File: config.mk
export PLATFORM = sky130hd
export DESIGN_NAME = load_store_unit
export DESIGN_NICKNAME = d
export VERILOG_FILES = /design/src/rtl/lsu_pkg.sv /design/src/rtl/lsu_byte_lane.sv /design/src/rtl/load_store_unit.sv
export SDC_FILE = /design/constraint.sdc
export NUM_CORES = 1
export LEC_CHECK = 0
export ABC_AREA = 1
export CAP_MARGIN = 20
export CORE_UTILIZATION = 50
export CTS_BUF_LIST = sky130_fd_sc_hd__clkbuf_8
export DETAILED_ROUTE_END_ITERATION = 6
export GPL_TIMING_DRIVEN = 0
export PLACE_DENSITY = 0.95
export REMOVE_ABC_BUFFERS = 1
export SETUP_SLACK_MARGIN = 0.02
export SYNTH_ARGS = -nofsm -noshare
export SYNTH_HDL_FRONTEND = slang
export SYNTH_SLANG_ARGS = --single-unit
File: constraint.sdc
create_clock -name clk -period 4.17 [get_ports clk]
set_clock_uncertainty 0.05 [all_clocks]
set_input_delay 0.834 -clock clk [delete_from_list [all_inputs] [get_ports clk]]
set_output_delay 0.834 -clock clk [all_outputs]
set_load 0.01 [all_outputs]
File: src/rtl/lsu_pkg.sv
// Shared encodings for the load/store unit: access sizes, FSM states and the
// alignment rule used when a request is accepted.
package lsu_pkg;

   typedef enum logic [1:0] {
      SZ_BYTE = 2'b00,
      SZ_HALF = 2'b01,
      SZ_WORD = 2'b10,
      SZ_RSVD = 2'b11
   } size_e;

   typedef enum logic [2:0] {
      IDLE  = 3'd0,
      LOAD  = 3'd1,
      READ  = 3'd2,
      WRITE = 3'd3,
      RESP  = 3'd4
   } state_e;

   // The reserved size is reported as misaligned so it never reaches the RAM.
   function automatic logic is_misaligned(input size_e size, input logic [1:0] offset);
      case (size)
         SZ_BYTE: return 1'b0;
         SZ_HALF: return offset[0];
         SZ_WORD: return |offset;
         default: return 1'b1;
      endcase
   endfunction

endpackage

File: src/rtl/lsu_byte_lane.sv
// Little-endian lane logic: extracts and extends the addressed byte/half of a
// RAM word for loads, and merges store data into the old word for stores.
module lsu_byte_lane
   import lsu_pkg::*;
(
   input  size_e       size,
   input  logic [1:0]  offset,
   input  logic        is_unsigned,
   input  logic [31:0] rdata,
   input  logic [31:0] old_word,
   input  logic [31:0] wdata,
   output logic [31:0] load_data,
   output logic [31:0] merged
);

   logic [7:0]  byte_sel;
   logic [15:0] half_sel;

   // NOTE: every output of a combinational block gets a default first, so no path can infer a latch.
   always_comb begin
      byte_sel  = rdata[{offset, 3'b000} +: 8];
      half_sel  = rdata[{offset[1], 4'b0000} +: 16];
      load_data = rdata;
      case (size)
         SZ_BYTE: load_data = {{24{byte_sel[7] & ~is_unsigned}}, byte_sel};
         SZ_HALF: load_data = {{16{half_sel[15] & ~is_unsigned}}, half_sel};
         default: load_data = rdata;
      endcase
   end

   always_comb begin
      merged = wdata;
      case (size)
         SZ_BYTE: begin
            merged = old_word;
            merged[{offset, 3'b000} +: 8] = wdata[7:0];
         end
         SZ_HALF: begin
            merged = old_word;
            merged[{offset[1], 4'b0000} +: 16] = wdata[15:0];
         end
         default: merged = wdata;
      endcase
   end

endmodule

File: src/rtl/load_store_unit.sv
// Load/store unit between a CPU request port and a word-wide asynchronous-read
// RAM; sub-word stores are done as read-modify-write.
module load_store_unit
   import lsu_pkg::*;
#(
   parameter int DATAWIDTH = 32
) (
   input  logic                 clk,
   input  logic                 rst,
   input  logic                 req_valid,
   output logic                 req_ready,
   input  logic                 req_we,
   input  logic [1:0]           req_size,
   input  logic                 req_unsigned,
   input  logic [DATAWIDTH-1:0] req_addr,
   input  logic [DATAWIDTH-1:0] req_wdata,
   output logic                 resp_valid,
   output logic [DATAWIDTH-1:0] resp_rdata,
   output logic                 resp_err,
   output logic                 ram_ena,
   output logic                 ram_wen,
   output logic [DATAWIDTH-1:0] ram_addr,
   output logic [DATAWIDTH-1:0] ram_din,
   input  logic [DATAWIDTH-1:0] ram_dout
);

   state_e                 state;
   logic                   r_we;
   size_e                  r_size;
   logic                   r_unsigned;
   logic [DATAWIDTH-1:0]   r_addr;
   logic [DATAWIDTH-1:0]   r_wdata;
   logic [DATAWIDTH-1:0]   old_word;
   logic [DATAWIDTH-1:0]   load_data;
   logic [DATAWIDTH-1:0]   merged;

   assign req_ready = (state == IDLE) && !rst;

   // Address and write word are pure functions of captured registers, so they
   // stay stable through IDLE and RESP without extra storage.
   assign ram_addr = {2'b00, r_addr[DATAWIDTH-1:2]};
   assign ram_din  = merged;

   lsu_byte_lane u_lane (
      .size        (r_size),
      .offset      (r_addr[1:0]),
      .is_unsigned (r_unsigned),
      .rdata       (ram_dout),
      .old_word    (old_word),
      .wdata       (r_wdata),
      .load_data   (load_data),
      .merged      (merged)
   );

   // NOTE: state registers use non-blocking assignments so every register samples pre-edge values.
   always_ff @(posedge clk) begin
      if (rst) begin
         // NOTE: every register, including the captured request and old word, is cleared so an aborted access leaves nothing behind.
         state      <= IDLE;
         r_we       <= 1'b0;
         r_size     <= SZ_BYTE;
         r_unsigned <= 1'b0;
         r_addr     <= '0;
         r_wdata    <= '0;
         old_word   <= '0;
         resp_valid <= 1'b0;
         resp_err   <= 1'b0;
         resp_rdata <= '0;
         ram_ena    <= 1'b0;
         ram_wen    <= 1'b0;
      end else begin
         case (state)
            IDLE: begin
               if (req_valid) begin
                  r_we       <= req_we;
                  r_size     <= size_e'(req_size);
                  r_unsigned <= req_unsigned;
                  r_addr     <= req_addr;
                  r_wdata    <= req_wdata;
                  resp_rdata <= '0;
                  resp_err   <= 1'b0;
                  if (is_misaligned(size_e'(req_size), req_addr[1:0])) begin
                     state      <= RESP;
                     resp_valid <= 1'b1;
                     resp_err   <= 1'b1;
                  end else if (!req_we) begin
                     state   <= LOAD;
                     ram_ena <= 1'b1;
                  end else if (size_e'(req_size) == SZ_WORD) begin
                     state   <= WRITE;
                     ram_ena <= 1'b1;
                     ram_wen <= 1'b1;
                  end else begin
                     state   <= READ;
                     ram_ena <= 1'b1;
                  end
               end
            end
            LOAD: begin
               resp_rdata <= load_data;
               resp_valid <= 1'b1;
               ram_ena    <= 1'b0;
               state      <= RESP;
            end
            READ: begin
               old_word <= ram_dout;
               ram_wen  <= r_we;
               state    <= WRITE;
            end
            WRITE: begin
               ram_ena    <= 1'b0;
               ram_wen    <= 1'b0;
               resp_valid <= 1'b1;
               state      <= RESP;
            end
            RESP: begin
               resp_valid <= 1'b0;
               resp_err   <= 1'b0;
               state      <= IDLE;
            end
            default: begin
               ram_ena    <= 1'b0;
               ram_wen    <= 1'b0;
               resp_valid <= 1'b0;
               state      <= IDLE;
            end
         endcase
      end
   end

endmodule
=== Word level (Yosys, flattened, before mapping) ===
Index checks and enable logic that the tools add are counted.

* Shifts and indexed selects: 6
* Bitwise operators: 6
* Reduce and logical (&&, ||, !) cells: 17
* Add/subtract/negate cells: 2
* Muxes and demuxes: 29
* Equality and inequality tests: 12

{| class="wikitable"
|+ Operators with widths
! operator !! number
|-
| case mux 32 bit (2 select lines) || 3
|-
| bitwise mux 32 bit || 2
|-
| 2-to-1 mux 32 bit || 1
|-
| variable shift 16 x 7 -> 32 bit (first input constant) || 1
|-
| variable shift 8 x 7 -> 32 bit (first input constant) || 1
|-
| variable part select 16 x 7 -> 32 bit || 1
|-
| variable part select 32 x 6 -> 16 bit || 1
|-
| variable part select 32 x 6 -> 8 bit || 1
|-
| variable part select 8 x 7 -> 32 bit || 1
|-
| 2-to-1 mux 1 bit || 14
|-
| negator 5 -> 7 bit || 2
|-
| case mux 1 bit (3 select lines) || 3
|-
| case mux 3 bit (3 select lines) || 1
|-
| OR reduction 2 bit || 4
|-
| == test 3 x 2 -> 1 bit (second input constant) || 2
|-
| 2-to-1 mux 3 bit || 2
|-
| inequality test 2 bit (second input constant) || 3
|-
| AND reduction 2 bit || 3
|-
| AND reduction 3 bit || 2
|-
| AND reduction 5 bit || 1
|-
| == test 2 x 1 -> 1 bit (second input constant) || 2
|-
| logical NOT 2 bit || 2
|-
| inequality test 2 x 1 -> 1 bit (second input constant) || 2
|-
| NOT 1 bit || 4
|-
| other kinds (10) || 13
|}

* Word-level logic and storage cells: 84
* Bits in registers: 139
* Input port bits: 103
* Output and inout bits: 101

=== Longest topological paths before layout ===
* Word-level depth: 8
* Mapped depth: 11
* Depth with buffers taken out: 9

=== Cells and area by module ===
A second synthesis with hierarchy kept.

* Cells, all modules: 1117
* Area total of the unflattened synthesis: 7360.8 µm²

{| class="wikitable"
|+ Modules (own cells, without submodules)
! module !! instances !! sequential area each (µm²) !! cells each !! area an instance (µm²)
|-
| load_store_unit || 1 || 2782.7 || 667 || 5222.5
|-
| lsu_byte_lane || 1 || 0.0 || 450 || 2138.3
|}

=== Worst setup path before layout ===
OpenSTA, ideal clock, no wires.

* Path type: register to output
* Start point: register r_addr[0]
* End point: output ram_din[29]
* Path slack: 1.490 ns
* Data arrival time: 1.796 ns
* Cell stages (with the launch flop): 11
* Cell sequence: dfxtp_1 -> buf_2 -> inv_2 -> buf_4 -> ha_1 -> inv_1 -> clkbuf_1 -> nand3_1 -> o22ai_1 -> nand2_1 -> o211ai_1

* Longest elaborated chain between the ends: 4
* Elaborated cells on any way between the ends: 5
* Those cells by class: 1 x add/sub; 2 x shift; 2 x mux

{| class="wikitable"
|+ RTL lines
! what !! RTL line !! source
|-
| from (decl) || load_store_unit.sv:31 || <nowiki>logic [DATAWIDTH-1:0] r_addr;</nowiki>
|-
| from (signal assigned) || load_store_unit.sv:78 || <nowiki>r_addr <= req_addr;</nowiki>
|-
| negator 5 -> 7 bit (*) || lsu_byte_lane.sv:36 || <nowiki>merged[{offset, 3'b000} +: 8] = wdata[7:0];</nowiki>
|-
| variable part select 8 x 7 -> 32 bit or variable shift 8 x 7 -> 32 bit (tied branches) || lsu_byte_lane.sv:36 ||
|-
| bitwise mux 32 bit (*) || lsu_byte_lane.sv:36 ||
|-
| case mux 32 bit (2 select lines) (*) || lsu_byte_lane.sv:33 || <nowiki>case (size)</nowiki>
|-
| to (decl) || load_store_unit.sv:23 || <nowiki>output logic [DATAWIDTH-1:0] ram_din,</nowiki>
|}

Mark *: on every way between the ends. The rest lies on a longest branch, timed or not.

=== Worst setup path in the final report ===
* Start point: register r_addr[1]
* End point: output ram_din[14]

* Longest elaborated chain between the ends: 4
* Elaborated cells on any way between the ends: 9
* Those cells by class: 2 x add/sub; 4 x shift; 3 x mux

{| class="wikitable"
|+ RTL lines
! what !! RTL line !! source
|-
| negator 5 -> 7 bit (on tied branches) || lsu_byte_lane.sv:40, lsu_byte_lane.sv:36 ||
|-
| variable part select 16 x 7 -> 32 bit (tied with other cells) || lsu_byte_lane.sv:40 || <nowiki>merged[{offset[1], 4'b0000} +: 16] = wdata[15:0];</nowiki>
|-
| bitwise mux 32 bit (on tied branches) || lsu_byte_lane.sv:40, lsu_byte_lane.sv:36 ||
|-
| case mux 32 bit (2 select lines) (*) || lsu_byte_lane.sv:33 ||
|}

Marked as above.

==> metrics.md <==
| Metric | Value |
|---|---|
| CTS tree | `yes` |
| Power, Total | `3.73 mW` |
| Synth Register Bits | `139` |
| Global-route wire length before repair | `34,600 um` |
| Mapped Cells | `990` |
| Setup WS pre-CTS | `0.0796 ns` |
| Yosys cell types | `31` |
| Final ANT Viol Nets | `0` |
| Number of cells on the critical path | `7` |
| CP Buf/Inv Count | `2` |
| Tightest Pin Transition | `0.974 ns` |
| Total gr overflow | `0` |
| Final hold viol count | `0` |
| LEAKAGE | `3.50 nW` |
| Max clock buf depth | `2` |
| Initial core utilization | `0.518` |
| Relative slew slack | `0.351` |
| Ys Warns | `0` |
| CTS clock-pin slew for the worst setup and hold paths | `0.08 ns` |
| Average instance area after synthesis | `6.98 um2` |
| Full die area | `0.0143 mm2` |
| Power Dens Cells | `408 mW/mm2` |
| Nets | `1,229` |
| Tot GR Track Use | `0.307` |
| Core Rows | `42` |
| DRT Pass-1 Iters | `6` |
| Layout area overhead | `32.4%` |
| Fmax | `0.253 GHz` |
| Cell Chain, Critical Path | `inv_2 -> ha_1 -> nand3_1 -> o22ai_1 -> nand2_1 -> o221ai_1 -> clkdlybuf4s50_1` |
| Vias | `7,485` |
| Crit end category | `output pin` |
| Kind of cell adding the most delay to the critical path | `buffers and inverters` |
| Outcome | `completed` |
| Non-Filler Instances | `1,310` |
| Final WS setup | `0.223 ns` |
| Largest net degree at the start of global routing | `105` |
| Hold Path Cell Cnt | `2` |
| Hold WS | `0.400 ns` |
| Slowest stage delay, CP | `0.60 ns` |
| CTS buffer count | `17` |
| Clk sinks | `139` |
| WL final | `22,100 um` |
| Slowest-stage cell, CP | `clkdlybuf4s50_1` |
| Placed inst area | `0.00869 mm2` |
| CP Data Required Time | `3.29 ns` |
| Final Cell Area | `0.00916 mm2` |
| Drt first-iter violations | `975` |
| H-Tree Depth | `4` |
| Min Tclk post-route | `3.95 ns` |
| I/O pin total | `204` |
| I/O Buffers | `201` |
| Max-cap check violation count | `0` |
| Core box area | `0.0133 mm2` |
| Final setup viols | `0` |
| Gp weighted congestion | `0.946` |
| DRC Markers | `0` |
| Share of layout cells above drive strength 1 | `0.0556` |
| Peak VDD IR | `0.263 mV` |
| Crit path DAT | `3.06 ns` |
| Max-slew violations | `0` |
| Inst Count DP | `1,275` |
| Hpwl dp | `15,000 um` |
| Seq/Total Area, Yosys | `0.402` |
| Period utilisation layout | `0.947` |
| WL per Instance | `16.9 um` |
| RSZ-0062 raised after global routing | `false` |
| Die Wd | `120 um` |
| Vias in the first global route | `7,095` |
| Later-pin clock latency in the skew report | `0.45 ns` |
| Initial antenna violation count | `0` |
| CP startpoint kind | `flip-flop` |
| Critical path peak fanout | `14` |
| Worst hold path type | `flip-flop to flip-flop` |
| Synthesized area | `0.00691 mm2` |
| R2R depth | `6` |
| ANT cells | `0` |
| Critical path class | `flip-flop to output pin` |
| Vias/cell | `5.71` |
| Clock Tree Root | `clkbuf_8` |
| Util after Layout | `0.686` |
| Setup TNS | `0 ns` |
| Die span in y | `120 um` |
power breakdown:
group	leakage [nW]	switching, mW	internal, mW
clock network	0.196	0.523	0.530
logic	2.16	0.666	0.473
registers	1.14	0.0808	1.46
cell usage in the layout (no fill, tap or decap), types with 5 or more instances in the layout:
| master | n |
|---|---|
| nor2_1 | 85 |
| inv_1 | 103 |
| inv_2 | 9 |
| nand2_1 | 176 |
| o211ai_1 | 30 |
| nand3_1 | 29 |
| o221ai_1 | 8 |
| ha_1 | 5 |
| o21ai_0 | 126 |
| clkdlybuf4s50_1 | 201 |
| dfxtp_1 | 136 |
| clkbuf_8 | 23 |
| o22ai_1 | 31 |
| a21oi_1 | 131 |
cell usage after synthesis, drive strengths merged:
| library cell | instances | area [um2] |
|---|---|---|
| nand2 | 177 | 667 |
| clkbuf | 40 | 150 |
| o211ai | 30 | 225 |
| o221ai | 8 | 70.1 |
| a31oi | 1 | 6.26 |
| o32ai | 1 | 8.76 |
| ha | 5 | 62.6 |
| a21oi | 131 | 656 |
| nand4 | 5 | 46.3 |
| nor2 | 89 | 363 |
| o22ai | 31 | 194 |
| nand3 | 33 | 188 |
| buf | 58 | 412 |
| o21ai | 128 | 652 |
| inv | 112 | 420 |
| o21bai | 1 | 7.51 |
| dfxtp | 139 | 2780 |
| conb | 1 | 3.75 |
worst register-to-register path: stages, from the launching register on:
cell and delay [ns]:
dfxtp_1 0.34, inv_2 0.11, nand3_2 0.15, nor2_4 0.62, inv_4 0.50, o21ai_0 0.58, a21oi_1 0.07
kinds of logic (layout without fill, tap and decap cells):
| kind of cell | Yosys count | in the layout | share of synthesized area |
|---|---|---|---|
| AOI/OAI and AO/OA | 331 | 331 | 0.263 |
| and+or+nand+nor | 304 | 304 | 0.183 |
| buffers and inverters | 210 | 353 | 0.142 |
| DFF | 139 | 139 | 0.402 |
| adders and majority gates | 5 | 5 | 0.00905 |
| other | 1 | 2 | 0.000542 |
per-layer routing:
layer  vias to the layer above  track usage  wire (um)
li1                       3513            -          -
met2                       496        0.495       9980
met1                      3399        0.364       8420
met4                         0        0.166        956
met3                        77       0.0932       2760
met5                         -            0          0
final timing paths:
kind	start	end	slack (ns)
max reg2reg	state[2]$_SDFFE_PP0P_	r_wdata[1]$_SDFFE_PP0P_	1.61
min reg2reg	ram_wen$_SDFFE_PP0P_	ram_wen$_SDFFE_PP0P_	0.40
min	ram_wen$_SDFFE_PP0P_	ram_wen$_SDFFE_PP0P_	0.40
max	r_addr[1]$_SDFFE_PP0P_	ram_din[14]	0.22
sequential cells by signal (all words and copies together) (netlist names), 2 cells and up:
register,count
old_word,32
r_addr,32
r_size,2
r_wdata,32
resp_rdata,32
state,3
timing repair:
action | 4_1_cts | 5_1_grt
hold endpoints to repair | 0 | 0
hold buffers | 0 | 0
gates resized for setup | 7 | 2
setup buffers | 0 | 3
setup endpoints to repair | 32 | 32
layout make-up:
type                            count  area [um2]
Fill cell                        1093        4190
Multi-Input combinational cell    642        3170
Sequential cell                   139        2790
Timing Repair Buffer              209        2160
Inverter                          112         428
Clock buffer                       21         289
Tap cell                          176         220
Clock inverter                     11        96.3
(Power assumes the default switching activity.)
